[src/rtl/t03_mmio_periph.sv]
// t03_mmio_periph
// Memory-mapped peripheral block that sits beside data memory on a simple
// CPU bus. It provides a GPIO output register, a synchronised GPIO input
// port with rising-edge capture and a level interrupt, and NUM_PWM PWM
// channels with double-buffered period/duty registers.
//
// Register map (byte offsets from BASE_ADDR, exact-match decode):
//   0x00        GPIO_OUT   RW
//   0x04        GPIO_IN    RO   (synchronised pin state)
//   0x08        EDGE_STAT  R/W1C
//   0x0C        EDGE_EN    RW
//   0x10 + 8*i  PERIOD[i]  RW   (shadow)
//   0x14 + 8*i  DUTY[i]    RW   (shadow)
//
// Ports:
//   clk, rst          clock, asynchronous active-high reset
//   write_mem         CPU store strobe
//   read_mem          CPU load strobe
//   data_address      CPU byte address
//   data_to_write     store data
//   data_from_mem     memory load data, forwarded when not an IO load
//   data_read         load data returned to the CPU (combinational)
//   io_hit            address matches a mapped register (combinational)
//   gpio_in           asynchronous input pins
//   gpio_out          output pin register
//   pwm_out           PWM waveforms, one per channel
//   irq               level interrupt, any enabled captured edge

module t03_mmio_periph #(
    parameter logic [31:0] BASE_ADDR = 32'h31FFFF00,
    parameter int          GPIO_W    = 32,
    parameter int          NUM_PWM   = 2,
    parameter int          PWM_W     = 16
) (
    input  logic               clk,
    input  logic               rst,
    input  logic               write_mem,
    input  logic               read_mem,
    input  logic [31:0]        data_address,
    input  logic [31:0]        data_to_write,
    input  logic [31:0]        data_from_mem,
    output logic [31:0]        data_read,
    output logic               io_hit,
    input  logic [GPIO_W-1:0]  gpio_in,
    output logic [GPIO_W-1:0]  gpio_out,
    output logic [NUM_PWM-1:0] pwm_out,
    output logic               irq
);

    logic [GPIO_W-1:0] r_gpioOut;
    logic [GPIO_W-1:0] r_s1;
    logic [GPIO_W-1:0] r_s2;
    logic [GPIO_W-1:0] r_s3;
    logic [GPIO_W-1:0] r_edgeStat;
    logic [GPIO_W-1:0] r_edgeEn;

    logic [PWM_W-1:0]  r_periodSh  [NUM_PWM];
    logic [PWM_W-1:0]  r_dutySh    [NUM_PWM];
    logic [PWM_W-1:0]  r_periodAct [NUM_PWM];
    logic [PWM_W-1:0]  r_dutyAct   [NUM_PWM];
    logic [PWM_W-1:0]  r_cnt       [NUM_PWM];

    logic [31:0]        w_offset;
    logic               w_selGpioOut;
    logic               w_selGpioIn;
    logic               w_selEdgeStat;
    logic               w_selEdgeEn;
    logic [NUM_PWM-1:0] w_selPeriod;
    logic [NUM_PWM-1:0] w_selDuty;
    logic [NUM_PWM-1:0] w_load;
    logic [31:0]        w_regRead;
    logic [GPIO_W-1:0]  w_w1c;
    logic [GPIO_W-1:0]  w_edgeRise;

    // Address decode. Subtracting the base lets every register be compared
    // against a small constant offset; only exact word offsets match.
    always_comb begin
        w_offset      = data_address - BASE_ADDR;
        w_selGpioOut  = (w_offset == 32'h00);
        w_selGpioIn   = (w_offset == 32'h04);
        w_selEdgeStat = (w_offset == 32'h08);
        w_selEdgeEn   = (w_offset == 32'h0C);
        w_selPeriod   = '0;
        w_selDuty     = '0;
        for (int i = 0; i < NUM_PWM; i++) begin
            w_selPeriod[i] = (w_offset == 32'(16 + 8 * i));
            w_selDuty[i]   = (w_offset == 32'(20 + 8 * i));
        end
        io_hit = w_selGpioOut | w_selGpioIn | w_selEdgeStat | w_selEdgeEn
               | (|w_selPeriod) | (|w_selDuty);
    end

    // Read mux. A simultaneous store takes priority, so an IO value is only
    // returned on a pure load of a mapped address; everything else forwards
    // memory data.
    always_comb begin
        w_regRead = '0;
        if (w_selGpioOut)  w_regRead = 32'(r_gpioOut);
        if (w_selGpioIn)   w_regRead = 32'(r_s2);
        if (w_selEdgeStat) w_regRead = 32'(r_edgeStat);
        if (w_selEdgeEn)   w_regRead = 32'(r_edgeEn);
        for (int i = 0; i < NUM_PWM; i++) begin
            if (w_selPeriod[i]) w_regRead = 32'(r_periodSh[i]);
            if (w_selDuty[i])   w_regRead = 32'(r_dutySh[i]);
        end
        data_read = (read_mem && !write_mem && io_hit) ? w_regRead : data_from_mem;
    end

    // Edge capture: a new rising edge is OR-ed in after the W1C mask, so a
    // fresh edge survives a clear of the same bit in the same cycle.
    assign w_edgeRise = r_s2 & ~r_s3;
    assign w_w1c      = (write_mem && w_selEdgeStat) ? data_to_write[GPIO_W-1:0] : '0;

    // GPIO registers, the input synchroniser chain and edge status.
    always_ff @(posedge clk or posedge rst) begin
        if (rst) begin
            r_gpioOut  <= '0;
            r_s1       <= '0;
            r_s2       <= '0;
            r_s3       <= '0;
            r_edgeStat <= '0;
            r_edgeEn   <= '0;
        end else begin
            r_s1       <= gpio_in;
            r_s2       <= r_s1;
            r_s3       <= r_s2;
            r_edgeStat <= (r_edgeStat & ~w_w1c) | w_edgeRise;
            if (write_mem && w_selGpioOut) r_gpioOut <= data_to_write[GPIO_W-1:0];
            if (write_mem && w_selEdgeEn)  r_edgeEn  <= data_to_write[GPIO_W-1:0];
        end
    end

    // A channel reloads its active pair while idle (period 0) and at the end
    // of every PWM cycle, so software updates never truncate a cycle.
    always_comb begin
        for (int i = 0; i < NUM_PWM; i++) begin
            w_load[i] = (r_periodAct[i] == '0) || (r_cnt[i] == r_periodAct[i]);
        end
    end

    // PWM shadows, active values and counters. The shadow write and the
    // active load use the pre-edge shadow, so a coinciding write only takes
    // effect at the following wrap.
    always_ff @(posedge clk or posedge rst) begin
        if (rst) begin
            for (int i = 0; i < NUM_PWM; i++) begin
                r_periodSh[i]  <= '0;
                r_dutySh[i]    <= '0;
                r_periodAct[i] <= '0;
                r_dutyAct[i]   <= '0;
                r_cnt[i]       <= '0;
            end
        end else begin
            for (int i = 0; i < NUM_PWM; i++) begin
                if (write_mem && w_selPeriod[i]) r_periodSh[i] <= data_to_write[PWM_W-1:0];
                if (write_mem && w_selDuty[i])   r_dutySh[i]   <= data_to_write[PWM_W-1:0];
                if (w_load[i]) begin
                    r_periodAct[i] <= r_periodSh[i];
                    r_dutyAct[i]   <= r_dutySh[i];
                    r_cnt[i]       <= '0;
                end else begin
                    r_cnt[i] <= r_cnt[i] + 1'b1;
                end
            end
        end
    end

    // Waveform and interrupt outputs.
    always_comb begin
        for (int i = 0; i < NUM_PWM; i++) begin
            pwm_out[i] = (r_periodAct[i] != '0) && (r_cnt[i] < r_dutyAct[i]);
        end
        irq = |(r_edgeStat & r_edgeEn);
    end

    assign gpio_out = r_gpioOut;

endmodule

[config.mk]
export PLATFORM = sky130hd
export DESIGN_NAME = t03_mmio_periph
export DESIGN_NICKNAME = d
export VERILOG_FILES = /design/src/rtl/t03_mmio_periph.sv
export SDC_FILE = /design/constraint.sdc
export NUM_CORES = 1
export LEC_CHECK = 0
export CAP_MARGIN = 30
export CORE_ASPECT_RATIO = 0.8
export CORE_MARGIN = 2
export CORE_UTILIZATION = 40
export CTS_BUF_LIST = sky130_fd_sc_hd__clkbuf_8
export DETAILED_ROUTE_END_ITERATION = 10
export DONT_BUFFER_PORTS = 1
export GPL_TIMING_DRIVEN = 0
export SLEW_MARGIN = 5
export SYNTH_ARGS = -nofsm -noshare
export SYNTH_HDL_FRONTEND = slang
export SYNTH_SLANG_ARGS = --single-unit
[constraint.sdc]
create_clock -name clk -period 19 [get_ports clk]
set_input_delay 0.95 -clock clk [delete_from_list [all_inputs] [get_ports clk]]
set_output_delay 0.95 -clock clk [all_outputs]
set_load 0.005 [all_outputs]
==> results of run 1 <==
power groups by stage:
| stage | Combinational (mW) | Clock, mW | Sequential [mW] |
|---|---|---|---|
| final | 0.0558 | 0.634 | 0.765 |
| after global routing | 0.0624 | 0.684 | 0.765 |
| after CTS | 0.0566 | 0.649 | 0.765 |
| after detailed placement | 0.0565 | 0 | 0.778 |
| after global placement | 0.0535 | 0 | 0.779 |
| after floorplan | 0.0395 | 0 | 0.777 |
worst paths after layout:
path,startpoint,end,slack (ps)
hold reg to reg,r_s1[7],r_s2[7],340
hold / removal,rst,r_s2[17],300
setup reg to reg,r_cnt[25],r_cnt[29],16310
setup / recovery,data_address[11],data_read[25],13380
min in group clk,r_s1[7],r_s2[7],340
max in group asynchronous,rst,r_cnt[23],16990
final cells by class:
type                    instances  area [um2]  share of cell area [%]
diodes                          1        2.50                  0.0142
plain buffers                  47         189                    1.07
clock buffers                  68         936                    5.30
clock inverters                30         163                   0.921
inverters                      89         342                    1.93
multi-input cells             757        6430                    36.4
flip-flops and latches        352        8810                    49.9
well taps                     536         671                    3.80
repair buffers                  8         125                   0.708
stage by stage:
stage	area (um2)	util (%)	std cells	worst slack, ps	total power, mW
after floorplan	15800	-	1245	8290	0.817
after global placement	16400	42.0	1781	4550	0.833
after detailed placement	16500	42.3	1786	13200	0.835
after CTS	17600	45.1	1884	13190	1.47
after global routing	17700	45.2	1887	13350	1.51
final	17700	45.2	1888	13380	1.45
synthesized netlist by cell type, types with 24 or more instances:
library cell | number | share of area (%)
ha_1 | 32 | 2.5
mux2_2 | 184 | 13
nand2_1 | 91 | 2.2
a22o_1 | 38 | 2.1
nor2_1 | 48 | 1.1
dfrtp_1 | 352 | 56
xor2_1 | 46 | 2.6
o21ai_0 | 60 | 1.9
inv_1 | 89 | 2.1
clkbuf_1 | 31 | 0.74
a21oi_1 | 24 | 0.76
mux4_2 | 38 | 5.4
routing by layer:
layer,vias to the layer above,routed length [um],global-route usage (%)
li1,4595,-,-
met1,5381,20700,31.7
met2,343,18900,31.0
met3,60,3250,5.81
met4,0,986,5.75
met5,-,0,0
logic make-up (layout without fill, tap and decap cells):
logic type                 Yosys count  count (layout)
adders and majority gates           32              32
muxes                              231             231
DFF                                352             352
xor gates and xnor gates            58              58
buffers and inverters              136             242
other                                0               1
and+or+nand+nor                    263             263
AOI/OAI and AO/OA                  173             173
cells in the final DEF, fill, tap and decap left out, types with 5 or more instances in the layout:
master,Yosys,layout
a22o_1,38,38
a32o_1,5,5
mux4_2,38,38
nand2_1,91,91
a21oi_1,24,24
dfrtp_1,352,352
a21o_1,8,8
nor4_1,20,20
nand4_1,20,20
buf_1,6,6
buf_2,10,11
mux2i_1,9,9
a22oi_1,12,12
xor2_1,46,46
ha_1,32,32
nor2_1,48,48
or3_1,9,9
o21ai_0,60,60
nor3_1,8,8
clkbuf_8,0,68
nand3_1,20,20
clkbuf_1,31,31
clkinv_2,0,6
nor2b_1,11,11
xnor2_1,12,12
inv_1,89,109
mux2_2,184,184
a2111oi_0,5,5
and3_1,7,7
worst reg2reg max path, stage by stage, from the launching register on:
cell and delay, ps:
dfrtp_1 480, xor2_1 180, nor4_1 340, nand4_1 160, nand2_1 270, clkbuf_1 590
buf_1 430, nor2_1 110
==> impl_summary.txt, run 1 <==
----------------------------------------------------
[Run status]
  Outcome ... complete, no violations

[Yosys]
  Adder-cell area share of the yosys netlist ... 2.54%
  Distinct cell type count of the synthesized netlist ... 53
  Simple-Gate Fraction of Synth Area ... 8.40%
  Fraction of registers with async set/reset ... 100%
  Mean instance size in the synthesized netlist ... 12.7 um2
  Fraction of synthesized cell area in xor and xnor cells ... 3.22%
  Share of synthesized area spent on multiplexers ... 19.1%
  Most used flip-flop cell after synthesis ... dfrtp_1
  Largest family of logic cells by synthesized area ... multiplexers
  Number of flops mapped to enable cells by yosys ... 0
  Post-synthesis compound-gate area fraction ... 7.49%
  Synth warn ... 0
  Syn Std Cell Area ... 0.0158 mm2
  Sequential-to-total area share from yosys stat ... 55.9%
  Net count after synthesis ... 1409
  Number of storage elements in the synthesis netlist ... 352
  Post-synthesis cell count ... 1245

[STA]
  Total negative slack for setup checks ... 0 ps
  Headroom to the max-slew limit ... 34.3%
  Final count of hold timing violations ... 0
  Unrepaired setup endpoints after global routing ... no
  Fin Hold WS ... 301 ps
  Tightest Pin Transition ... 986 ps
  Final count of pins violating max slew ... 0
  Post-route clock period utilization ... 29.6%
  Final setup violation count ... 0
  Final Skew ... 36.8 ps
  Maximum clock frequency ... 0.178 GHz
  Tmin final ... 5620 ps

[CTS]
  Clock H-tree levels ... 2
  Buffers inserted by post-CTS timing repair ... 0
  Clock root buffer ... clkbuf_8
  CTS hold repair buffers ... 0
  Post-CTS resize count ... 0
  Number of buffers created by CTS ... 53
  Max clock buf depth ... 3
  Number of clock sinks ... 352
  CTS clk-pin slew, worst paths ... 60 ps
  TritonCTS clock tree ... yes
  Skew-Pair Late Insertion Delay ... 610 ps

[Layout]
  NumNets Final ... 1472
  Ratio of cells with drive above 1 in the final layout ... 24.3%
  Layout overhead on the synthesized area ... 12.1%
  Filler cell count ... 3585

[Power and ir drop]
  Fraction of power spent switching nets ... 23.4%
  Max IR drop VDD ... 56.8 uV
  Pwr Density ... 82.4 mW/mm2
  Portion of total power attributed to the clock network ... 43.6%
  Sw power ... 340 uW
  Relative contribution of sequential cells to total power ... 52.6%
  Combinational power share ... 3.8%
  Cell internal pwr ... 1.11 mW
  Static leakage ... 8.43 nW

[Detailed routing]
  Number of vias after detailed routing ... 10400
  Vias per std cell ... 5.50
  Number of remaining DRC errors ... 0
  Initial DRT Pass Iterations ... 5
  Routed wirelength normalized by instance count ... 23.2 um
  Iteration-0 DRC Markers ... 857
  DRT antenna net count ... 0
  Routed Wire Length ... 43800 um

[Global route]
  First-pass GRT wire length ... 65600 um
  Sum of overflow across all layers after global routing ... 0
  Initial antenna violation count ... 1
  Number of global-route vias before repair ... 10500
  Largest net degree at the start of global routing ... 123
  Overall fraction of global-route tracks in use ... 21.4%

[Die]
  Overall die width ... 226 um
  Initial cell density of the core ... 40.3%
  Vertical extent of the die ... 182 um
  Area of the core ... 0.0391 mm2
  IO Pins ... 200
  Standard-cell row count ... 65
  Overall die area ... 0.0410 mm2

[Setup path]
  R2R cell count ... 7
  CP Buf/Inv Count ... 1
  Crit path capture type ... output port
  Crit Path Max Fanout ... 10
  Standard cell with the maximum stage delay on the critical path ... a211oi_4
  Worst path top cell family by delay ... compound AO/OA/AOI/OAI gates
  Slowest Stage Delay on Critical Path ... 620 ps
  Endpoint arrival time on the critical path ... 4670 ps
  CP required ... 18050 ps
  Critical Path Source Type ... input port
  Cell depth of the worst setup path ... 8
  Kind of critical path ... input port to output port
  Ordered list of cells on the worst path ... nand4_1 > a211oi_1 > or4b_1 > a2111o_1 > a211oi_4 > nand3b_1 > clkbuf_1 > o21ai_0

[Placed design]
  Placer congestion estimate ... 0.849
  Post-DP HPWL ... 32800 um
  Port-buffer cells ... 0

[Worst hold path]
  Path category of the worst min-delay check ... input port to asynchronous set/reset pin

[Flow run]
  Max-capacitance violation count ... 0

----------------------------------------------------
No activity file was read; power rests on OpenSTA's default activity.
==> inputs of run 2 (changes only) <==
clock period = 5.2 ns   (was 19 ns; I/O delays follow)
==> impl_summary.txt, run 2 (synthesis results as in run 1) <==
----------------------------------------------------
[Run status]
  Outcome ... complete, no violations (unchanged)

[Global route]
  Largest net degree at the start of global routing ... 42 (was 123)
  Sum of overflow across all layers after global routing ... 0 (unchanged)
  Overall fraction of global-route tracks in use ... 22.1% (was 21.4%)
  First-pass GRT wire length ... 67900 um (was 65600 um)
  Number of global-route vias before repair ... 10900 (was 10500)
  Initial antenna violation count ... 7 (was 1)

[Die]
  Overall die width ... 226 um (unchanged)
  Area of the core ... 0.0391 mm2 (unchanged)
  Overall die area ... 0.0410 mm2 (unchanged)
  Initial cell density of the core ... 40.3% (unchanged)
  IO Pins ... 200 (unchanged)
  Vertical extent of the die ... 182 um (unchanged)
  Standard-cell row count ... 65 (unchanged)

[Detailed routing]
  Initial DRT Pass Iterations ... 4 (was 5)
  Routed wirelength normalized by instance count ... 22.9 um (was 23.2 um)
  Vias per std cell ... 5.44 (was 5.50)
  Number of vias after detailed routing ... 10700 (was 10400)
  Routed Wire Length ... 44800 um (was 43800 um)
  DRT antenna net count ... 0 (unchanged)
  Number of remaining DRC errors ... 0 (unchanged)
  Iteration-0 DRC Markers ... 908 (was 857)

[Layout]
  NumNets Final ... 1545 (was 1472)
  Layout overhead on the synthesized area ... 17.3% (was 12.1%)
  FF+latch area ... 0.00881 mm2 (unchanged)
  Final cell count without fillers ... 1960 (was 1888)
  Most common cell after layout, fill and taps aside ... dfrtp_1 (unchanged)
  Post-route cell area ... 0.0185 mm2 (was 0.0177 mm2)
  Top library cells by usage in the layout, fill and taps aside ... dfrtp_1, mux2_2, inv_1, nand2_1, clkbuf_8 (unchanged)
  Multi-input gate area ... 0.00643 mm2 (unchanged)
  Filler cell count ... 3492 (was 3585)
  Fin util ... 47.2% (was 45.2%)
  Ratio of cells with drive above 1 in the final layout ... 23.8% (was 24.3%)

[STA]
  Crit path setup slack, layout ... 993 ps (was 13380 ps)
  Post-route clock period utilization ... 80.9%
  Tightest Pin Transition ... 1010 ps (was 986 ps)
  Final setup violation count ... 0 (unchanged)
  Headroom to the max-slew limit ... 32.4% (was 34.3%)
  Maximum clock frequency ... 0.238 GHz
  Total negative slack for setup checks ... 0 ps (unchanged)
  Final count of hold timing violations ... 0 (unchanged)
  Final count of pins violating max slew ... 0 (unchanged)
  Fin Hold WS ... 59.5 ps (was 301 ps)
  Unrepaired setup endpoints after global routing ... no (unchanged)
  Tmin final ... 4210 ps
  Final Skew ... 32.1 ps (was 36.8 ps)

[CTS]
  Max clock buf depth ... 3 (unchanged)
  Number of clock sinks ... 352 (unchanged)
  Clock H-tree levels ... 2 (unchanged)
  CTS clk-pin slew, worst paths ... 60 ps (about the same)
  Clock root buffer ... clkbuf_8 (unchanged)
  TritonCTS clock tree ... yes (unchanged)
  Skew-Pair Late Insertion Delay ... 630 ps (was 610 ps)
  Number of buffers created by CTS ... 53 (unchanged)

[Power and ir drop]
  Max IR drop VDD ... 186 uV (was 56.8 uV)
  Total Power Consumption ... 5.43 mW (was 1.45 mW)
  Pwr Density ... 294 mW/mm2 (was 82.4 mW/mm2)
  Static leakage ... 8.76 nW (was 8.43 nW)

[Placed design]
  Post-DP HPWL ... 33600 um (was 32800 um)
  Post-Place Cell Area ... 0.0167 mm2 (was 0.0165 mm2)
  Port-buffer cells ... 0 (unchanged)
  Placer congestion estimate ... 0.868 (was 0.849)
  Worst Setup Slack post-DPL ... 688 ps (was 13200 ps)
  Number of instances in the placed design ... 1794 (was 1786)

[Setup path]
  Critical Path Source Type ... input port (unchanged)
  Endpoint arrival time on the critical path ... 3950 ps (was 4670 ps)
  Crit Path Max Fanout ... 10 (unchanged)
  Kind of critical path ... input port to output port (unchanged)
  Crit path capture type ... output port (unchanged)
  R2R cell count ... 8 (was 7)
  CP required ... 4940 ps (was 18050 ps)
  Worst R2R Setup Slack ... 2590 ps (was 16310 ps)
  Worst reg2reg path startpoint ... r_cnt[0] (was r_cnt[25])
  End of the worst register-to-register path ... r_cnt[5] (was r_cnt[29])

[Worst hold path]
  Path category of the worst min-delay check ... input port to asynchronous set/reset pin (unchanged)

[Flow run]
  Max-capacitance violation count ... 0 (unchanged)

----------------------------------------------------
## run 2: layout make-up
| cell class | count | share of cell area [%] |
|---|---|---|
| flip-flops and latches | 352 | 47.7 |
| multi-input cells | 757 | 34.8 |
| clock buffers | 70 | 5.21 |
| repair buffers | 81 | 5.03 |
| well taps | 536 | 3.63 |
| inverters | 89 | 1.83 |
| plain buffers | 47 | 1.02 |
| clock inverters | 26 | 0.799 |
| diodes | 2 | 0.0271 |
## run 2: metal layers
metal / vias to the layer above / GRT usage, % / share of wire (%)
met5: - / 0 / 0.13
met4: 10 / 5.91 / 2.0
met3: 70 / 7.30 / 8.4
met2: 351 / 31.7 / 43
met1: 5503 / 32.1 / 46
li1: 4735 / - / -
## run 2: timing repair
action	4_1_cts	5_1_grt
endpoints found under the hold margin	361	0
gates resized for setup	0	0
buffers inserted	0	0
hold buffers	65	0
endpoints found under the setup margin	0	0
## run 2: worst max path at each step
stage	startpoint	to	depth (start not counted)	slack (ps)
finish	data_address[11]	data_read[25]	8	990
global route	data_address[11]	data_read[25]	8	810
CTS	data_address[5]	data_read[25]	8	670
detailed placement	data_address[5]	data_read[25]	8	690
global placement	rst	r_s1[17]	1	-1700
floorplan	rst	gpio_out[0]	1	230
## run 2: critical path, cell delays in order
cell and delay [ps]:
nand4_1 300, a211oi_1 500, or4b_1 490, a2111o_1 440, a211oi_4 600, nand3b_1 570, clkbuf_1 400, o21ai_0 380
## run 2: power breakdown
part,switching (mW),internal [mW]
Sequential,0.0191,2.78
Clock,1.10,1.25
Combinational,0.164,0.116
Total,1.28,4.15
